--- config.mk ---
export PLATFORM = sky130hd
export DESIGN_NAME = alp_op_scheduler
export DESIGN_NICKNAME = d
export VERILOG_FILES = /design/src/rtl/alp_pkg.sv /design/src/rtl/alp_rr_arb2.sv /design/src/rtl/alp_op_scheduler.sv
export SDC_FILE = /design/constraint.sdc
export NUM_CORES = 1
export LEC_CHECK = 0
export BUFFER_PORTS_ARGS = -buffer_cell sky130_fd_sc_hd__buf_2
export CORE_MARGIN = 1.5
export CORE_UTILIZATION = 53
export CTS_BUF_LIST = sky130_fd_sc_hd__clkbuf_16
export CTS_CLUSTER_DIAMETER = 120
export CTS_CLUSTER_SIZE = 8
export DETAILED_ROUTE_END_ITERATION = 8
export PLACE_DENSITY = 0.82
export SYNTH_ARGS = -nofsm -noshare
export SYNTH_HDL_FRONTEND = slang
export SYNTH_HIERARCHICAL = 1
export SYNTH_SLANG_ARGS = --single-unit
--- constraint.sdc ---
create_clock -name clk -period 3 [get_ports clk]
set_clock_uncertainty 0.05 [all_clocks]
set_input_delay 0.3 -clock clk [delete_from_list [all_inputs] [get_ports clk]]
set_output_delay 0.3 -clock clk [all_outputs]
set_load 0.01 [all_outputs]
--- src/rtl/alp_pkg.sv ---
// Shared definitions for the ALP operation scheduler: op codes, command
// encodings, latency table and the scheduler FSM state type.
package alp_pkg;

  // ALU op codes
  localparam logic [2:0] OP_ADD    = 3'b000;
  localparam logic [2:0] OP_SUB    = 3'b001;
  localparam logic [2:0] OP_MUL    = 3'b010;
  localparam logic [2:0] OP_DIV    = 3'b011;
  localparam logic [2:0] OP_AND    = 3'b100;
  localparam logic [2:0] OP_OR     = 3'b101;
  localparam logic [2:0] OP_XOR    = 3'b110;
  localparam logic [2:0] OP_BITCLR = 3'b111;

  // Command encodings
  localparam logic [1:0] CMD_COMP = 2'b00;
  localparam logic [1:0] CMD_LOAD = 2'b01;
  localparam logic [1:0] CMD_CLR  = 2'b10;
  localparam logic [1:0] CMD_ILL  = 2'b11;

  // Wait-cycle latencies
  localparam int unsigned LAT_SIMPLE = 2;
  localparam int unsigned LAT_MUL    = 14;
  localparam int unsigned LAT_DIV    = 20;
  localparam int unsigned LAT_ILL    = 1;

  typedef enum logic [1:0] {
    ST_IDLE  = 2'd0,
    ST_ISSUE = 2'd1,
    ST_WAIT  = 2'd2,
    ST_DONE  = 2'd3
  } alp_state_e;

  // Latency lookup: only compute-mode mul/div are long; load/clear are simple
  // whatever op code rides along; an illegal command spends one wait cycle.
  function automatic int unsigned lat_of(input logic [2:0] op, input logic [1:0] cmd);
    int unsigned lat;
    lat = LAT_SIMPLE;
    if (cmd == CMD_ILL) begin
      lat = LAT_ILL;
    end else if (cmd == CMD_COMP) begin
      if (op == OP_MUL) lat = LAT_MUL;
      else if (op == OP_DIV) lat = LAT_DIV;
    end
    return lat;
  endfunction

endpackage

--- src/rtl/alp_rr_arb2.sv ---
// Two-way round-robin arbiter: a lone requester always wins; on a tie the
// requester that did not win last time is chosen. Output is one-hot or zero.
module alp_rr_arb2
  import alp_pkg::*;
(
  input  logic [1:0] valid,
  input  logic       last_grant,
  output logic [1:0] grant
);

  // Grant selection from the current requests and the previous winner
  always_comb begin
    grant = 2'b00;
    case (valid)
      2'b01:   grant = 2'b01;
      2'b10:   grant = 2'b10;
      2'b11:   grant = last_grant ? 2'b01 : 2'b10;
      default: grant = 2'b00;
    endcase
  end

endmodule

--- src/rtl/alp_op_scheduler.sv ---
// Schedules ALU operations from two requesters onto a single processor
// controller. One operation is in flight at a time:
//   IDLE -> ISSUE -> WAIT (latency cycles) -> DONE -> IDLE
// Handshake: a requester holds req_valid (with stable op/cmd) until it sees
// its req_ready bit; the transfer happens on the rising edge where both are
// high. req_ready is only ever raised in IDLE and for at most one index.
module alp_op_scheduler
  import alp_pkg::*;
#(
  parameter int LAT_W = 5
) (
  input  logic       clk,
  input  logic       rst_n,
  input  logic [1:0] req_valid,
  output logic [1:0] req_ready,
  input  logic [2:0] req_op0,
  input  logic [2:0] req_op1,
  input  logic [1:0] req_cmd0,
  input  logic [1:0] req_cmd1,
  output logic [2:0] alp_op,
  output logic       alp_comp,
  output logic       alp_load,
  output logic       alp_clr,
  output logic       busy,
  output logic       done,
  output logic       done_id,
  output logic       err,
  output logic [1:0] dbg_state_o
);

  alp_state_e       state_q, state_d;
  logic [LAT_W-1:0] cnt_q, cnt_d;
  logic             last_q, last_d;
  logic [2:0]       op_q, op_d;
  logic [1:0]       cmd_q, cmd_d;
  logic             id_q, id_d;
  // Grants are held off for the first cycle after reset is released.
  logic             en_q;
  logic [1:0]       grant;

  alp_rr_arb2 u_arb (
    .valid      (req_valid),
    .last_grant (last_q),
    .grant      (grant)
  );

  assign dbg_state_o = state_q;

  // Next-state and output decode
  always_comb begin
    state_d   = state_q;
    cnt_d     = cnt_q;
    last_d    = last_q;
    op_d      = op_q;
    cmd_d     = cmd_q;
    id_d      = id_q;
    req_ready = 2'b00;
    alp_op    = 3'b000;
    alp_comp  = 1'b0;
    alp_load  = 1'b0;
    alp_clr   = 1'b0;
    busy      = 1'b0;
    done      = 1'b0;
    done_id   = 1'b0;
    err       = 1'b0;
    case (state_q)
      ST_IDLE: begin
        if (en_q && (grant != 2'b00)) begin
          req_ready = grant;
          id_d      = grant[1];
          last_d    = grant[1];
          op_d      = grant[1] ? req_op1 : req_op0;
          cmd_d     = grant[1] ? req_cmd1 : req_cmd0;
          state_d   = ST_ISSUE;
        end
      end
      ST_ISSUE: begin
        busy     = 1'b1;
        alp_op   = op_q;
        alp_comp = (cmd_q == CMD_COMP);
        alp_load = (cmd_q == CMD_LOAD);
        alp_clr  = (cmd_q == CMD_CLR);
        cnt_d    = LAT_W'(lat_of(op_q, cmd_q));
        state_d  = ST_WAIT;
      end
      ST_WAIT: begin
        busy   = 1'b1;
        alp_op = op_q;
        // Leave on the cycle the counter shows 1; treat 0 the same so a
        // corrupted count can never stall or wrap.
        if (cnt_q <= LAT_W'(1)) state_d = ST_DONE;
        if (cnt_q != '0) cnt_d = cnt_q - LAT_W'(1);
      end
      ST_DONE: begin
        busy    = 1'b1;
        alp_op  = op_q;
        done    = 1'b1;
        done_id = id_q;
        err     = (cmd_q == CMD_ILL);
        state_d = ST_IDLE;
      end
      default: state_d = ST_IDLE;
    endcase
  end

  // State registers with synchronous active-low reset
  always_ff @(posedge clk) begin
    if (!rst_n) begin
      state_q <= ST_IDLE;
      cnt_q   <= '0;
      last_q  <= 1'b1;
      op_q    <= 3'b000;
      cmd_q   <= 2'b00;
      id_q    <= 1'b0;
      en_q    <= 1'b0;
    end else begin
      state_q <= state_d;
      cnt_q   <= cnt_d;
      last_q  <= last_d;
      op_q    <= op_d;
      cmd_q   <= cmd_d;
      id_q    <= id_d;
      en_q    <= 1'b1;
    end
  end

endmodule
# Word level (Yosys, flattened, before mapping)
# Index checks and enable logic that the tools add are counted.
classes:
  n_eq_ne: 14
  n_mux: 24
  n_lt_le_gt_ge: 1
  add_sub_neg: 1
  n_reduce_logical: 10
ops:
  columns: ["op", "count"]
  rows:
  - ["5-bit 2-to-1 mux", 5]
  - ["2-bit equality test (second input constant)", 6]
  - ["2-bit 2-to-1 mux", 6]
  - ["5-bit one-hot mux with 2 select lines", 1]
  - ["1-bit 2-to-1 mux", 8]
  - ["2-bit one-hot mux with 4 select lines", 1]
  - ["2-bit by 1-bit equality test with 1-bit output (second input constant)", 3]
  - ["3-bit by 2-bit equality test with 1-bit output (second input constant)", 2]
  - ["3-bit 2-to-1 mux", 2]
  - ["2-bit inequality test (second input constant)", 3]
  - ["2-bit one-hot mux with 3 select lines", 1]
  - ["2-bit AND reduction", 3]
  - ["5-bit by 1-bit less-or-equal comparator with 1-bit output (second input constant)", 1]
  - ["5-bit nonzero test", 1]
  - ["5-bit by 1-bit subtractor with 5-bit output (second input constant)", 1]
  - ["2-bit zero test", 2]
  - ["2-bit nonzero test", 2]
  - ["3-bit OR reduction", 1]
  - ["1-bit logical AND", 1]
totals:
  out_inout_bits: 14
  ff_bits: 15

# Longest topological paths before layout
logic_depth:
  ltp_word: 6
  depth_mapped: 7
  mapped_depth_nobuf: 6

# Hierarchy
# The synthesis kept the hierarchy.
modules_own_cells:
  columns: ["module", "seq_area_each_um2", "instances", "cells_each", "area_each_um2"]
  rows:
  - ["alp_op_scheduler", 300.3, 1, 104, 903.4]
  - ["alp_rr_arb2", 0.0, 1, 3, 18.8]

# Worst setup path before layout
# No wires, ideal clock.
synth_timing:
  path_type: "in2out"
  start: "input port req_valid[1]"
  end: "output port req_ready[1]"
  cell_stages: 7
  t_arrival_ns: 1.333
  path_slack_ns: 1.317
  cell_sequence: "a21boi_0 buf_2 o21ai_0 nor2_1 buf_2 nand2_1 inv_1"
synth_via:
  elab_chain_len: 6
synth_lines:
  columns: ["item", "line_no", "text"]
  rows:
  - ["start: declaration", "alp_op_scheduler.sv:14", "input logic [1:0] req_valid,"]
  - ["2-bit equality test or 2-bit by 1-bit equality test with 1-bit output (tied branches)", "alp_rr_arb2.sv:14", "case (valid)"]
  - ["2-bit one-hot mux with 3 select lines (*)", "alp_rr_arb2.sv:14", null]
  - ["2-bit nonzero test", "alp_op_scheduler.sv:68", "if (en_q && (grant != 2'b00)) begin"]
  - ["1-bit logical AND", "alp_op_scheduler.sv:68", null]
  - ["2-bit 2-to-1 mux (*)", "alp_op_scheduler.sv:68", null]
  - ["2-bit 2-to-1 mux (*)", "alp_op_scheduler.sv:66", "case (state_q)"]
  - ["end: declaration", "alp_op_scheduler.sv:15", "output logic [1:0] req_ready,"]
# Mark *: on every way between the ends. The rest lies on a longest branch, timed or not.

# Final worst setup path
layout_timing:
  start: "register last_q"
  end: "output port req_ready[1]"
layout_via:
  elab_chain_len: 6
layout_lines:
  columns: ["item", "line_no", "text"]
  rows:
  - ["start: declaration", "alp_op_scheduler.sv:33", "logic last_q, last_d;"]
  - ["start signal: assignment", "alp_op_scheduler.sv:119", "last_q <= last_d;"]
  - ["2-bit 2-to-1 mux (*)", "alp_rr_arb2.sv:17", "2'b11: grant = last_grant ? 2'b01 : 2'b10;"]
  - ["2-bit one-hot mux with 3 select lines (*)", "alp_rr_arb2.sv:14", null]
  - ["via grant[1]", "alp_op_scheduler.sv:39", "logic [1:0] grant;"]
  - ["2-bit nonzero test", "alp_op_scheduler.sv:68", null]
  - ["1-bit logical AND", "alp_op_scheduler.sv:68", null]
  - ["2-bit 2-to-1 mux (*)", "alp_op_scheduler.sv:68", null]
  - ["2-bit 2-to-1 mux (*)", "alp_op_scheduler.sv:66", null]
# Mark *: on every way through the listed nets, which the timed path passes. The rest lies on a longest branch.

==> flow_summary.json <==
{
  "synth_compound_area_frac": 0.227,
  "slew_headroom": 0.665,
  "synth_edf_count": 0,
  "p_leak_nw": 0.553,
  "port_buffers": 27,
  "grt-ovfl-total": 0,
  "synth_common_cells": "dfxtp_1, nor2_1, inv_1",
  "grt_pass1_vias": 787,
  "dpl.hpwl_um": 1530,
  "p_sw_frac": 0.401,
  "netlist-cell-type-count": 34,
  "yosys_warnings": 6,
  "core.rowCount": 14,
  "antenna_left": 0,
  "clk_latency_ns": 0.24,
  "ys_seq_area_frac": 0.326,
  "synth_seq_cells": 15,
  "cp-end-kind": "output port",
  "dr.max_layer_used": "met4",
  "layoutNonFillerInstCount": 153,
  "ys_top_cells_by_area": "dfxtp_1, ha_1, mux2i_1",
  "p_clk_frac": 0.223,
  "antenna_found_initial": 0,
  "num_antenna_cells": 0,
  "power.switching_uw": 452,
  "max_stage_delay_ns": 0.40,
  "dp_slack_ns": 1.03,
  "hold_violations": 0,
  "first_iter_violations": 18,
  "fin_setup_tns_ns": 0,
  "final_core_util": 0.742,
  "wl_per_cell_um": 13.9,
  "grt_setup_unrepaired": "no",
  "yosys.area.top_type": "dfxtp_1",
  "synth_top_family_by_area": "compound AO/OA/AOI/OAI gates",
  "post-route-drc-count": 1,
  "path_common_cell": "buf_4",
  "combPwrFrac": 0.491,
  "failed_checks": "design-rule violations",
  "synth_async_sr_flop_share": 0,
  "yosysMostFrequentCell": "dfxtp_1",
  "post-place-cells": 149,
  "viasPerCell": 5.63,
  "synth_top_area_frac": 0.326,
  "start_util": 0.591,
  "status": "finished, violations left",
  "drtPass1Iterations": 6,
  "cts_sinks": 15,
  "synth_cells": 107,
  "htree_levels": 1,
  "met1_length_um": 937,
  "cts_tree": "done",
  "critPathLaunchType": "flip-flop",
  "clockBufferDepth": 2,
  "hp-class": "input pin to flip-flop",
  "fin_crit_ns": 2.13,
  "core_area_um2": 1560,
  "layout-drive-gt1-share": 0.270,
  "finalSetupViolCount": 0,
  "synth_fa_ha_area_frac": 0.0950,
  "synth.cell_area_um2": 922,
  "max-cap-violations": 0,
  "tightestPinTransition_ns": 0.502,
  "yosys.area_share.xor_xnor": 0,
  "irDropWorstVdd_mv": 0.574,
  "ios": 28,
  "cp.required_ns": 2.65,
  "hold_buffers": 0,
  "routed-wl-met2_um": 1070,
  "p_int_uw": 674,
  "routed_wl_um": 2130,
  "cts_setup_buffers": 0,
  "dieArea_um2": 2000,
  "syn-num-nets": 128,
  "vias": 862,
  "cts_resized": 0,
  "die_height_um": 44.7,
  "timing.fmax_mhz": 469,
  "crit_fanout": 11,
  "postSynthAreaPerCell_um2": 8.62,
  "cts_buffers": 3,
  "critPathArrivalTime_ns": 1.78,
  "met3_length_um": 114,
  "fin_nets": 159,
  "track_usage": 0.227,
  "gp_congestion": 0.807,
  "power-per-cell-area_nw_per_um2": 974,
  "grt_pass1_wl_um": 3290,
  "synth_ff_type": "dfxtp_1",
  "finalCritPeriodShare": 0.710,
  "yosys.area_share.simple": 0.220,
  "die_w_um": 44.7,
  "path_cells": "a21boi_0 -> buf_4 -> o21ai_0 -> nor2_1 -> buf_4 -> nand2_1 -> inv_1 -> buf_2",
  "setup_ws_ns": 0.869,
  "p_seq_frac": 0.286,
  "worstSetupPathType": "flip-flop to output port",
  "clk_pin_slew_ns": 0.05,
  "crit_slowest_cell": "o21ai_0",
  "grt_max_degree": 13,
  "maxSlewViolCount": 0,
  "syn_to_final_growth_pct": 25.4,
  "muxShareOfSynthArea": 0.0760,
  "cts_root_buffer": "clkbuf_16",
  "design_power_total_mw": 1.13
}
-- logic make-up (layout without fill, tap and decap cells) --
logic type	Yosys count	in the layout
compound gates	28	28
fa+ha+maj	7	7
buf+inv	13	43
flops	15	15
mux	7	7
simple gates	37	37
-- metal layers --
layer	vias up	global-route usage
met4	0	0.0727
met2	29	0.397
met3	2	0.0600
met5	-	0
li1	443	-
met1	388	0.268
-- cells in the final DEF, fill, tap and decap left out, types with 5 or more instances in the layout --
cell and count:
dfxtp_1 15, nor2b_1 5, buf_2 27, a211oi_1 5, ha_1 7, inv_1 10
nor2_1 10, nand2_1 7, o21ai_0 5, mux2i_1 7
-- power groups by stage --
stage / clock network, mW / registers (mW) / logic, mW
6_report: 0.251 / 0.322 / 0.553
5_1_grt: 0.271 / 0.329 / 0.597
4_1_cts: 0.257 / 0.320 / 0.550
3_5_place_dp: 0 / 0.323 / 0.539
3_3_place_gp: 0 / 0.319 / 0.526
2_1_floorplan: 0 / 0.314 / 0.401
-- flip-flops by register name, summed over array words and instances (netlist names) --
name	cells
cnt_q	5
op_q	3
cmd_q	2
dbg_state_o	2
en_q	1
id_q	1
last_q	1
-- final cells by class --
class                           count  area (µm²)
Multi-Input combinational cell     79         569
Fill cell                         133         403
Sequential cell                    15         300
Timing Repair Buffer               29         150
Clock buffer                        3        75.1
Inverter                           10        37.5
Tap cell                           16        20.0
Clock inverter                      1        3.75
-- worst max-delay path: cells and delay by family (launching register included) --
family	cells	cell delay [ns]
buf+inv	4	0.53
compound gates	2	0.49
flops	1	0.33
simple gates	2	0.19
-- stage by stage --
step	cell area, µm²	hold slack (ns)
4_1_cts	1160	0.225
2_1_floorplan	922	0.278
5_1_grt	1160	0.227
3_5_place_dp	1080	0.452
3_3_place_gp	1080	0.443
6_report	1160	0.230
-- final timing paths --
path	start	end	slack, ns	depth (start not counted)
setup reg to reg	dbg_state_o[0]$_SDFFE_PN0P_	cnt_q[3]$_SDFFE_PN0P_	1.12	6
setup / recovery	last_q$_SDFFE_PN1P_	req_ready[1]	0.87	8
hold / removal	rst_n	en_q$_DFF_P_	0.23	1
hold reg to reg	id_q$_SDFFE_PN0P_	id_q$_SDFFE_PN0P_	0.46	2
No activity file was read; power rests on OpenSTA's default activity.
